### src/rtl/hazard_ctrl.sv
// hazard_ctrl -- pipeline hazard controller for the 5-stage core.
//
// Purpose: detects load-use hazards between EX and ID, sequences
// multi-cycle load and mul/div stalls, and flushes on taken branches.
// Stall and flush controls are combinational from the state and the
// current inputs, so they take effect in the same cycle as the hazard.
// The block also keeps a saturating count of cycles with the PC held.
//
// Ports:
//   clk, rst                 rising-edge clock, synchronous active-high reset
//   ex_memread, ex_rd        load in EX and its destination register
//   id_rs1/id_rs2            source registers of the ID instruction
//   id_uses_rs1/id_uses_rs2  ID instruction really reads rs1/rs2
//   ex_muldiv                mul/div instruction in EX
//   ex_branch_taken          branch/jump resolved taken in EX
//   pc_pause, if_id_hold     hold PC and the IF/ID buffer
//   if_id_flush              clear the IF/ID buffer
//   id_ex_flush, id_ex_hold  bubble into / hold the ID/EX buffer
//   ex_mem_flush             bubble into EX/MEM
//   busy                     FSM not in IDLE
//   stall_count              saturating count of pc_pause cycles
module hazard_ctrl #(
  parameter int REG_AW            = 4,
  parameter int ZERO_REG_EN       = 1,
  parameter int LOAD_STALL_CYCLES = 1,
  parameter int MULDIV_CYCLES     = 4,
  parameter int CNT_W             = 16
) (
  input  logic              clk,
  input  logic              rst,
  input  logic              ex_memread,
  input  logic [REG_AW-1:0] ex_rd,
  input  logic [REG_AW-1:0] id_rs1,
  input  logic [REG_AW-1:0] id_rs2,
  input  logic              id_uses_rs1,
  input  logic              id_uses_rs2,
  input  logic              ex_muldiv,
  input  logic              ex_branch_taken,
  output logic              pc_pause,
  output logic              if_id_hold,
  output logic              if_id_flush,
  output logic              id_ex_flush,
  output logic              id_ex_hold,
  output logic              ex_mem_flush,
  output logic              busy,
  output logic [CNT_W-1:0]  stall_count
);

  localparam int MAXC = (LOAD_STALL_CYCLES > MULDIV_CYCLES) ? LOAD_STALL_CYCLES : MULDIV_CYCLES;
  localparam int CW   = $clog2(MAXC + 1);

  localparam logic [CW-1:0] LD_LOAD = CW'(LOAD_STALL_CYCLES - 1);
  localparam logic [CW-1:0] MD_LOAD = CW'(MULDIV_CYCLES - 2);

  typedef enum logic [1:0] {
    IDLE     = 2'd0,
    LD_STALL = 2'd1,
    MD_BUSY  = 2'd2
  } state_t;

  state_t        state, state_nxt;
  logic [CW-1:0] cnt, cnt_nxt;
  logic          load_hz;
  logic          ld_grp, md_grp, br_grp;

  always_comb begin
    load_hz = ex_memread
              && ((ex_rd == id_rs1 && id_uses_rs1) || (ex_rd == id_rs2 && id_uses_rs2))
              && !((ZERO_REG_EN != 0) && (ex_rd == '0));
  end

  // Next state and stall-group selection
  always_comb begin
    state_nxt = state;
    cnt_nxt   = cnt;
    ld_grp    = 1'b0;
    md_grp    = 1'b0;
    br_grp    = 1'b0;
    if (rst) begin
      state_nxt = IDLE;
      cnt_nxt   = '0;
    end else begin
      unique case (state)
        IDLE: begin
          // The flushed ID instruction cannot cause a stall, so the branch wins.
          if (ex_branch_taken) begin
            br_grp = 1'b1;
          end else if (ex_muldiv) begin
            md_grp    = 1'b1;
            cnt_nxt   = MD_LOAD;
            state_nxt = MD_BUSY;
          end else if (load_hz) begin
            ld_grp = 1'b1;
            if (LOAD_STALL_CYCLES > 1) begin
              cnt_nxt   = LD_LOAD;
              state_nxt = LD_STALL;
            end
          end
        end
        LD_STALL: begin
          if (ex_branch_taken) begin
            br_grp    = 1'b1;
            cnt_nxt   = '0;
            state_nxt = IDLE;
          end else begin
            ld_grp  = 1'b1;
            cnt_nxt = cnt - CW'(1);
            if (cnt == CW'(1)) state_nxt = IDLE;
          end
        end
        MD_BUSY: begin
          // EX holds the mul/div, so a branch here is ignored. On the release
          // cycle ex_muldiv is still high and must not start a new sequence.
          if (cnt != '0) begin
            md_grp  = 1'b1;
            cnt_nxt = cnt - CW'(1);
          end else begin
            state_nxt = IDLE;
          end
        end
        default: begin
          state_nxt = IDLE;
          cnt_nxt   = '0;
        end
      endcase
    end
  end

  always_comb begin
    pc_pause     = ld_grp | md_grp;
    if_id_hold   = ld_grp | md_grp;
    if_id_flush  = br_grp;
    id_ex_flush  = ld_grp | br_grp;
    id_ex_hold   = md_grp;
    ex_mem_flush = md_grp;
    busy         = !rst && (state != IDLE);
  end

  always_ff @(posedge clk) begin
    if (rst) begin
      state       <= IDLE;
      cnt         <= '0;
      stall_count <= '0;
    end else begin
      state <= state_nxt;
      cnt   <= cnt_nxt;
      if (pc_pause && (stall_count != {CNT_W{1'b1}}))
        stall_count <= stall_count + CNT_W'(1);
    end
  end

endmodule

### config.mk
export PLATFORM = sky130hd
export DESIGN_NAME = hazard_ctrl
export DESIGN_NICKNAME = d
export VERILOG_FILES = /design/src/rtl/hazard_ctrl.sv
export SDC_FILE = /design/constraint.sdc
export NUM_CORES = 1
export LEC_CHECK = 0
export ABC_AREA = 0
export CAP_MARGIN = 25
export CORE_MARGIN = 5
export CORE_UTILIZATION = 30
export CTS_BUF_LIST = sky130_fd_sc_hd__clkbuf_2 sky130_fd_sc_hd__clkbuf_4 sky130_fd_sc_hd__clkbuf_8
export DETAILED_ROUTE_END_ITERATION = 10
export GPL_TIMING_DRIVEN = 0
export SETUP_SLACK_MARGIN = 0.4
export SYNTH_ARGS = -nofsm -noshare
export SYNTH_HDL_FRONTEND = slang
export SYNTH_SLANG_ARGS = --single-unit
### constraint.sdc
create_clock -name clk -period 3.7 [get_ports clk]
set_input_delay 0.555 -clock clk [delete_from_list [all_inputs] [get_ports clk]]
set_output_delay 0.555 -clock clk [all_outputs]
set_load 0.02 [all_outputs]
==> results by group, run 1 <==
Synth
  • Register area share after synthesis: 33.40%
  • Cells after synthesis: 147
  • Post-synth ARST share: 0%
  • Area share of the largest cell type after synthesis: 33.40%
  • Syn_area_per_cell: 8.154 µm²
  • Top post-synthesis cells by area: dfxtp_1 (33%), nor2_1 (4.4%), a21oi_1 (4.2%)
  • Mapped Nets: 169
  • Yosys cell types: 48
  • Primary FF master, synth: dfxtp_1
  • Syn Std Cell Area: 1199 µm²
  • Synth warn: 0
  • Flops & latches, synth: 20
  • Cell taking the most area after synthesis: dfxtp_1
  • Post-synth EDFFs: 0

Die
  • Starting Density: 30.40%
  • IO Count: 42
  • Die Width: 73.21 µm
  • # rows: 23
  • CORE AREA: 3943 µm²
  • Total die area: 5360 µm²
  • Die Ht: 73.21 µm

Run
  • # Max-Cap Violations: 0

Clock tree
  • CTS tree: yes
  • Clock root buffer: clkbuf_8
  • Total CTS buffers: 3
  • Worst-path clk slew: 0.08 ns
  • Clock Path Buffers: 2
  • Worst-Skew Late Latency: 0.26 ns
  • Htree depth: 1
  • CTS Hold Bufs: 0
  • Clock Sinks: 20

STA
  • Final setup viols: 0
  • Fmax: 315.6 MHz
  • Clock Skews: 0.003055 ns
  • Period utilization: 85.64%
  • Final WS setup: 0.5313 ns
  • Final Hold Violating Endpoints: 0
  • Hold Slack: 0.4581 ns
  • Setup tns final: 0 ns
  • Final Max Slew Viols: 0
  • Clock period minus worst slack: 3.169 ns
  • Unrepaired setup endpoints after global routing: true
  • Worst-margin pin slew: 0.5711 ns
  • Rel. slew slack: 61.93%

Place
  • Pre-CTS setup slack: 0.3686 ns
  • Dpl hpwl: 2497 µm
  • Post-placement cell count: 238
  • IO buf count: 41
  • Area after DPL: 1672 µm²
  • GPL Wtd Cong: 0.7857

GRT
  • All-Layer GR Usage: 12.99%
  • Congestion Overflow GR: 0
  • Global-route wire length before repair: 5595 µm
  • Largest net degree at the start of global routing: 12
  • Vias in the first global route: 1224
  • Antenna violations before repair: 0

Setup path
  • CP Capture Type: output pin
  • Reg-to-reg slack, setup: 1.42 ns
  • Ordered cell list for the critical path: clkdlybuf4s50_1 -> inv_1 -> a221o_1 -> nor3_2 -> nor2_1 -> o22ai_1 -> buf_4 -> clkdlybuf4s50_1
  • Crit path max fanout: 3
  • Critical Path RT: 3.14 ns
  • Most used cell, CP: clkdlybuf4s50_1
  • Critical path buffers and inverters: 4
  • Slowest cell on crit path: clkdlybuf4s50_1
  • Worst Path Arrival: 2.61 ns
  • Max incr delay on CP: 0.60 ns
  • Worst setup SP type: input port
  • Crit Path Class: in2out
  • Largest delay contributor family on the critical path: buffers and inverters

Routing
  • Detailed Route WL: 3281 µm
  • First-pass DRT Iterations: 5
  • DRC Markers: 0
  • Routed len/inst: 13.56 µm
  • Detail Route Antenna Nets: 0
  • Initial drt markers: 60
  • Via Count: 1212
  • DR vias/cell: 5.008

Final layout
  • Final nets: 215
  • Post-layout util: 44.02%
  • Fraction of layout cells with a size suffix above 1: 9.375%
  • Layout Area Growth over Synthesis: 44.78%
  • Post-route non-filler standard cell count: 242
  • Highest-count cells in the layout ignoring fill and taps: clkdlybuf4s50_1 (41), dfxtp_1 (20), nor2_1 (14), nand2_1 (12), a21oi_1 (10)
  • Finished Cell Area: 1735 µm²
  • Most common cell after layout, fill and taps aside: clkdlybuf4s50_1
  • ANT cells: 0

Power
  • P_leak: 0.6202 nW
  • Peak supply drop: 0.1559 mV
  • Power, Total: 0.4758 mW
  • Power Dens Cells: 274.2 nW/µm²

Worst hold path
  • Hold WC Path Type: reg2reg

Run status
  • Status: finished clean
-- final cells by class --
| cell class | count | area, µm² |
|---|---|---|
| inverter | 6 | 22.52 |
| tap | 50 | 62.56 |
| clock buffer | 4 | 55.05 |
| buffer | 7 | 56.30 |
| sequential | 20 | 400.4 |
| fill | 389 | 2207 |
| timing repair buffer | 41 | 410.4 |
| multi-input combinational | 114 | 728.2 |
-- worst register-to-register path: cells and delay by family (launching register included) --
kind | cells | cell delay [ns]
adder cells (fa/ha/maj) | 1 | 0.34
flip-flops | 1 | 0.41
buffers and inverters | 2 | 0.32
AO/OA/AOI/OAI | 1 | 0.14
AND/OR/NAND/NOR | 5 | 0.80
multiplexers | 1 | 0.18
-- power by group --
part	internal [mW]	leakage, nW	switching (mW)	total [mW]
sequential	0.218	0.162	0.00300	0.221
clock	0.0947	0.0288	0.0766	0.171
combinational	0.0439	0.430	0.0394	0.0833
-- path summary, 6_finish.rpt --
| kind | start | end | cells after the start |
|---|---|---|---|
| hold reg to reg | cnt[0] | cnt[0] | 2 |
| setup reg to reg | stall_count[0] | stall_count[1] | 10 |
| setup / recovery | ex_rd[3] | pc_pause | 8 |
| hold / removal | cnt[0] | cnt[0] | 2 |
-- synthesized netlist by cell type, types with 2 or more instances --
| cell | number |
|---|---|
| dfxtp_1 | 20 |
| nor2_1 | 14 |
| nand2_1 | 12 |
| a21oi_1 | 10 |
| nand3_1 | 8 |
| nand4_1 | 6 |
| inv_1 | 5 |
| xor2_1 | 5 |
| and3_1 | 4 |
| o21ai_1 | 4 |
| or3_1 | 4 |
| or4_1 | 4 |
| ha_1 | 3 |
| mux2i_1 | 3 |
| nand2b_1 | 3 |
| nor2b_1 | 3 |
| o31ai_1 | 3 |
| buf_4 | 2 |
| nor3_1 | 2 |
| nor4_1 | 2 |
| o41ai_1 | 2 |
| xnor2_1 | 2 |
-- cells by family (layout without fill, tap and decap cells) --
family / count (synthesis) / in the layout / synth area share (%)
compound gates: 31 / 31 / 17.12
xor+xnor: 7 / 7 / 5.115
fa+ha+maj: 3 / 3 / 3.132
buf+inv: 13 / 58 / 6.365
flops: 20 / 20 / 33.40
mux: 5 / 5 / 4.384
simple gates: 68 / 68 / 30.48
-- flip-flops by register name, summed over array words and instances, names as in the netlist --
register,flops
cnt,3
state,1
stall_count,16
-- routing by layer --
layer  global-route usage [%]  routed length (µm)
met1                    16.19                1505
met3                    2.342                 120
met2                    22.94                1638
met4                    3.074                  17
met5                        0                   0
-- what timing repair did --
item,in CTS,in global routing
pin swaps,0,0
resized for setup,1,3
setup endpoints to repair,1,3
setup buffers,0,0
Power figures use the tool's default switching activity.
==> run 2: changes to the inputs <==
--- a/config.mk
+++ b/config.mk
@@ -10,6 +10,7 @@
 export CORE_MARGIN = 5
 export CORE_UTILIZATION = 30
 export CTS_BUF_LIST = sky130_fd_sc_hd__clkbuf_2 sky130_fd_sc_hd__clkbuf_4 sky130_fd_sc_hd__clkbuf_8
+export CTS_CLUSTER_DIAMETER = 50
 export DETAILED_ROUTE_END_ITERATION = 10
 export GPL_TIMING_DRIVEN = 0
 export SETUP_SLACK_MARGIN = 0.4
==> results of run 2 <==
Final layout, timing and power as in run 1 (identical DEF).
==> run 3: changes to the inputs <==
--- a/config.mk
+++ b/config.mk
@@ -13,7 +13,7 @@
 export CTS_CLUSTER_DIAMETER = 50
 export DETAILED_ROUTE_END_ITERATION = 10
 export GPL_TIMING_DRIVEN = 0
-export SETUP_SLACK_MARGIN = 0.4
+export SETUP_SLACK_MARGIN = 0.5
 export SYNTH_ARGS = -nofsm -noshare
 export SYNTH_HDL_FRONTEND = slang
 export SYNTH_SLANG_ARGS = --single-unit
==> run 3 against run 2 <==
Effect of this change:
- via count up 0.58%
- hold slack about the same
- critical path depth down 1
- wire length up 0.18%
- fmax up 5.0%
- first-iteration DRC count up 8.3%
- final cell count unchanged
- count of clock-buffer cells in the layout unchanged
- critical path type unchanged
- largest cell class unchanged
- largest power group unchanged
==> results by group, run 3 (synthesis results as in run 1) <==
Final layout
  • Fraction of layout cells with a size suffix above 1: 9.375% (unchanged)
  • Layout Area Growth over Synthesis: 45.93%
  • Highest-count cells in the layout ignoring fill and taps: clkdlybuf4s50_1 (39), dfxtp_1 (20), nor2_1 (14), nand2_1 (12), a21oi_1 (10)
  • Filler cells: 388 (-0.26%)
  • Max reg flops: 16 (unchanged)
  • Seq. cell area: 400.4 µm² (unchanged)
  • Area of the multi-input gates: 737.0 µm² (+1.2%)
  • Reg with most FFs: stall_count
  • Final nets: 215 (unchanged)
  • Biggest regs: stall_count (16), cnt (3), state (1)
  • Post-layout util: 44.37% (+0.35 points)
  • Most common cell after layout, fill and taps aside: clkdlybuf4s50_1
  • ANT cells: 0 (unchanged)

Place
  • GPL Wtd Cong: 0.7857 (unchanged)
  • IO buf count: 41 (unchanged)
  • Dpl hpwl: 2497 µm (unchanged)

Setup path
  • Crit Path Class: in2out
  • Slowest cell on crit path: clkdlybuf4s50_1
  • Critical path buffers and inverters: 2 (-2)
  • Crit path max fanout: 3 (unchanged)
  • Critical Path RT: 3.14 ns (about the same)
  • Worst Path Arrival: 2.46 ns (-0.15 ns)
  • CP Capture Type: output pin
  • Ordered cell list for the critical path: clkdlybuf4s50_1 -> xnor2_1 -> nand2_1 -> nor4_4 -> nor2_1 -> o21bai_1 -> clkdlybuf4s50_1
  • Max incr delay on CP: 0.62 ns (+0.02 ns)
  • Largest delay contributor family on the critical path: buffers and inverters
  • Worst setup SP type: input port
  • Most used cell, CP: clkdlybuf4s50_1

Die
  • CORE AREA: 3943 µm² (unchanged)
  • Total die area: 5360 µm² (unchanged)
  • Starting Density: 30.40% (unchanged)
  • # rows: 23 (unchanged)
  • IO Count: 42 (unchanged)
  • Die Width: 73.21 µm (unchanged)
  • Die Ht: 73.21 µm (unchanged)

Clock tree
  • CTS Hold Bufs: 0 (unchanged)
  • CTS tree: yes
  • Total CTS buffers: 3 (unchanged)
  • Worst-Skew Late Latency: 0.26 ns (about the same)
  • Worst-path clk slew: 0.08 ns (about the same)
  • Clock Path Buffers: 2 (unchanged)
  • Clock Sinks: 20 (unchanged)
  • Htree depth: 1 (unchanged)
  • Clock root buffer: clkbuf_8
  • Post-CTS Setup Inserts: 0 (unchanged)

STA
  • Worst-margin pin slew: 0.5681 ns (-0.003032 ns)
  • Unrepaired setup endpoints after global routing: false
  • Clock period minus worst slack: 3.018 ns (-0.1502 ns)
  • Rel. slew slack: 62.13% (+0.20 points)
  • Setup tns final: 0 ns (unchanged)
  • Final Max Slew Viols: 0 (unchanged)
  • Fmax: 331.3 MHz (+5.0%)
  • Final Hold Violating Endpoints: 0 (unchanged)
  • Clock Skews: 0.003031 ns (-0.00002398 ns)
  • Final setup viols: 0 (unchanged)
  • Period utilization: 81.58% (-4.1 points)

GRT
  • Congestion Overflow GR: 0 (unchanged)
  • All-Layer GR Usage: 13.05% (+0.057 points)
  • Antenna violations before repair: 0 (unchanged)
  • Largest net degree at the start of global routing: 12 (unchanged)
  • Global-route wire length before repair: 5616 µm (+0.38%)
  • Vias in the first global route: 1231 (+0.57%)

Routing
  • Routed len/inst: 13.58 µm (+0.18%)
  • DRC Markers: 0 (unchanged)
  • DR vias/cell: 5.037 (+0.58%)
  • Detailed Route WL: 3287 µm (+0.18%)
  • Detail Route Antenna Nets: 0 (unchanged)
  • First-pass DRT Iterations: 5 (unchanged)
  • Initial drt markers: 65 (+8.3%)
  • Via Count: 1219 (+0.58%)

Run status
  • Status: finished clean

Power
  • Power, Total: 0.4773 mW (+0.31%)
  • P_leak: 0.6547 nW (+5.6%)
  • Power Dens Cells: 272.8 nW/µm² (-0.48%)
  • Peak supply drop: 0.1559 mV (about the same)

Run
  • # Max-Cap Violations: 0 (unchanged)

Worst hold path
  • Hold WC Path Type: reg2reg
run 3: cell types whose count changed in the layout (fill, tap and decap cells not counted):
cell,before,now
dlymetal6s2s_1,0,2
clkdlybuf4s50_1,41,39
nor4_4,0,1
nor4_2,1,0
run 3: path summary, 6_finish.rpt:
path                                        to  slack (ns)  cells past startpoint      startpoint
worst max-delay path               id_ex_flush        0.68                      7        ex_rd[2]
worst min register to register          cnt[0]        0.46                      2          cnt[0]
worst min-delay path                    cnt[0]        0.46                      2          cnt[0]
worst max register to register  stall_count[1]        1.42                     10  stall_count[0]
run 3: metrics by stage:
stage / std cells / hold slack, ns / cell area, µm² / setup WS (ns)
2_1_floorplan: 147 / 0.4319 / 1199 / 1.399
3_3_place_gp: 238 / 0.4410 / 1672 / 0.3805
3_5_place_dp: 238 / 0.4512 / 1672 / 0.3686
4_1_cts: 242 / 0.4625 / 1734 / 0.5068
5_1_grt: 242 / 0.4924 / 1749 / 0.5361
6_report: 242 / 0.4581 / 1749 / 0.6815
run 3: layout make-up:
cell class,count,area share (%)
Clock buffer,4,3.147
Multi-Input combinational cell,114,42.13
Buffer,7,3.219
Tap cell,50,3.577
Sequential cell,20,22.89
Inverter,6,1.288
Timing Repair Buffer,41,23.75
run 3: layer usage:
metal / wire length (µm) / track usage, % / vias up
met1: 1502 / 16.36 / 561
met3: 121 / 2.342 / 4
li1: - / - / 630
met4: 19 / 3.074 / 0
met5: 0 / 0 / -
met2: 1645 / 22.94 / 24
run 3: repair_timing:
| action | CTS | global route |
|---|---|---|
| gates resized for setup | 2 | 5 |
| pin swaps | 0 | 1 |
| endpoints found under the setup margin | 3 | 4 |
run 3: power breakdown:
group	switching (mW)	internal, mW	total (mW)
sequential	0.00295	0.218	0.221
clock	0.0766	0.0947	0.171
combinational	0.0407	0.0440	0.0848
run 3: worst min-delay path: stages, from the launching register on:
cell	delay, ns
dfxtp_1	0.31
nand2_1	0.05
a21oi_1	0.05
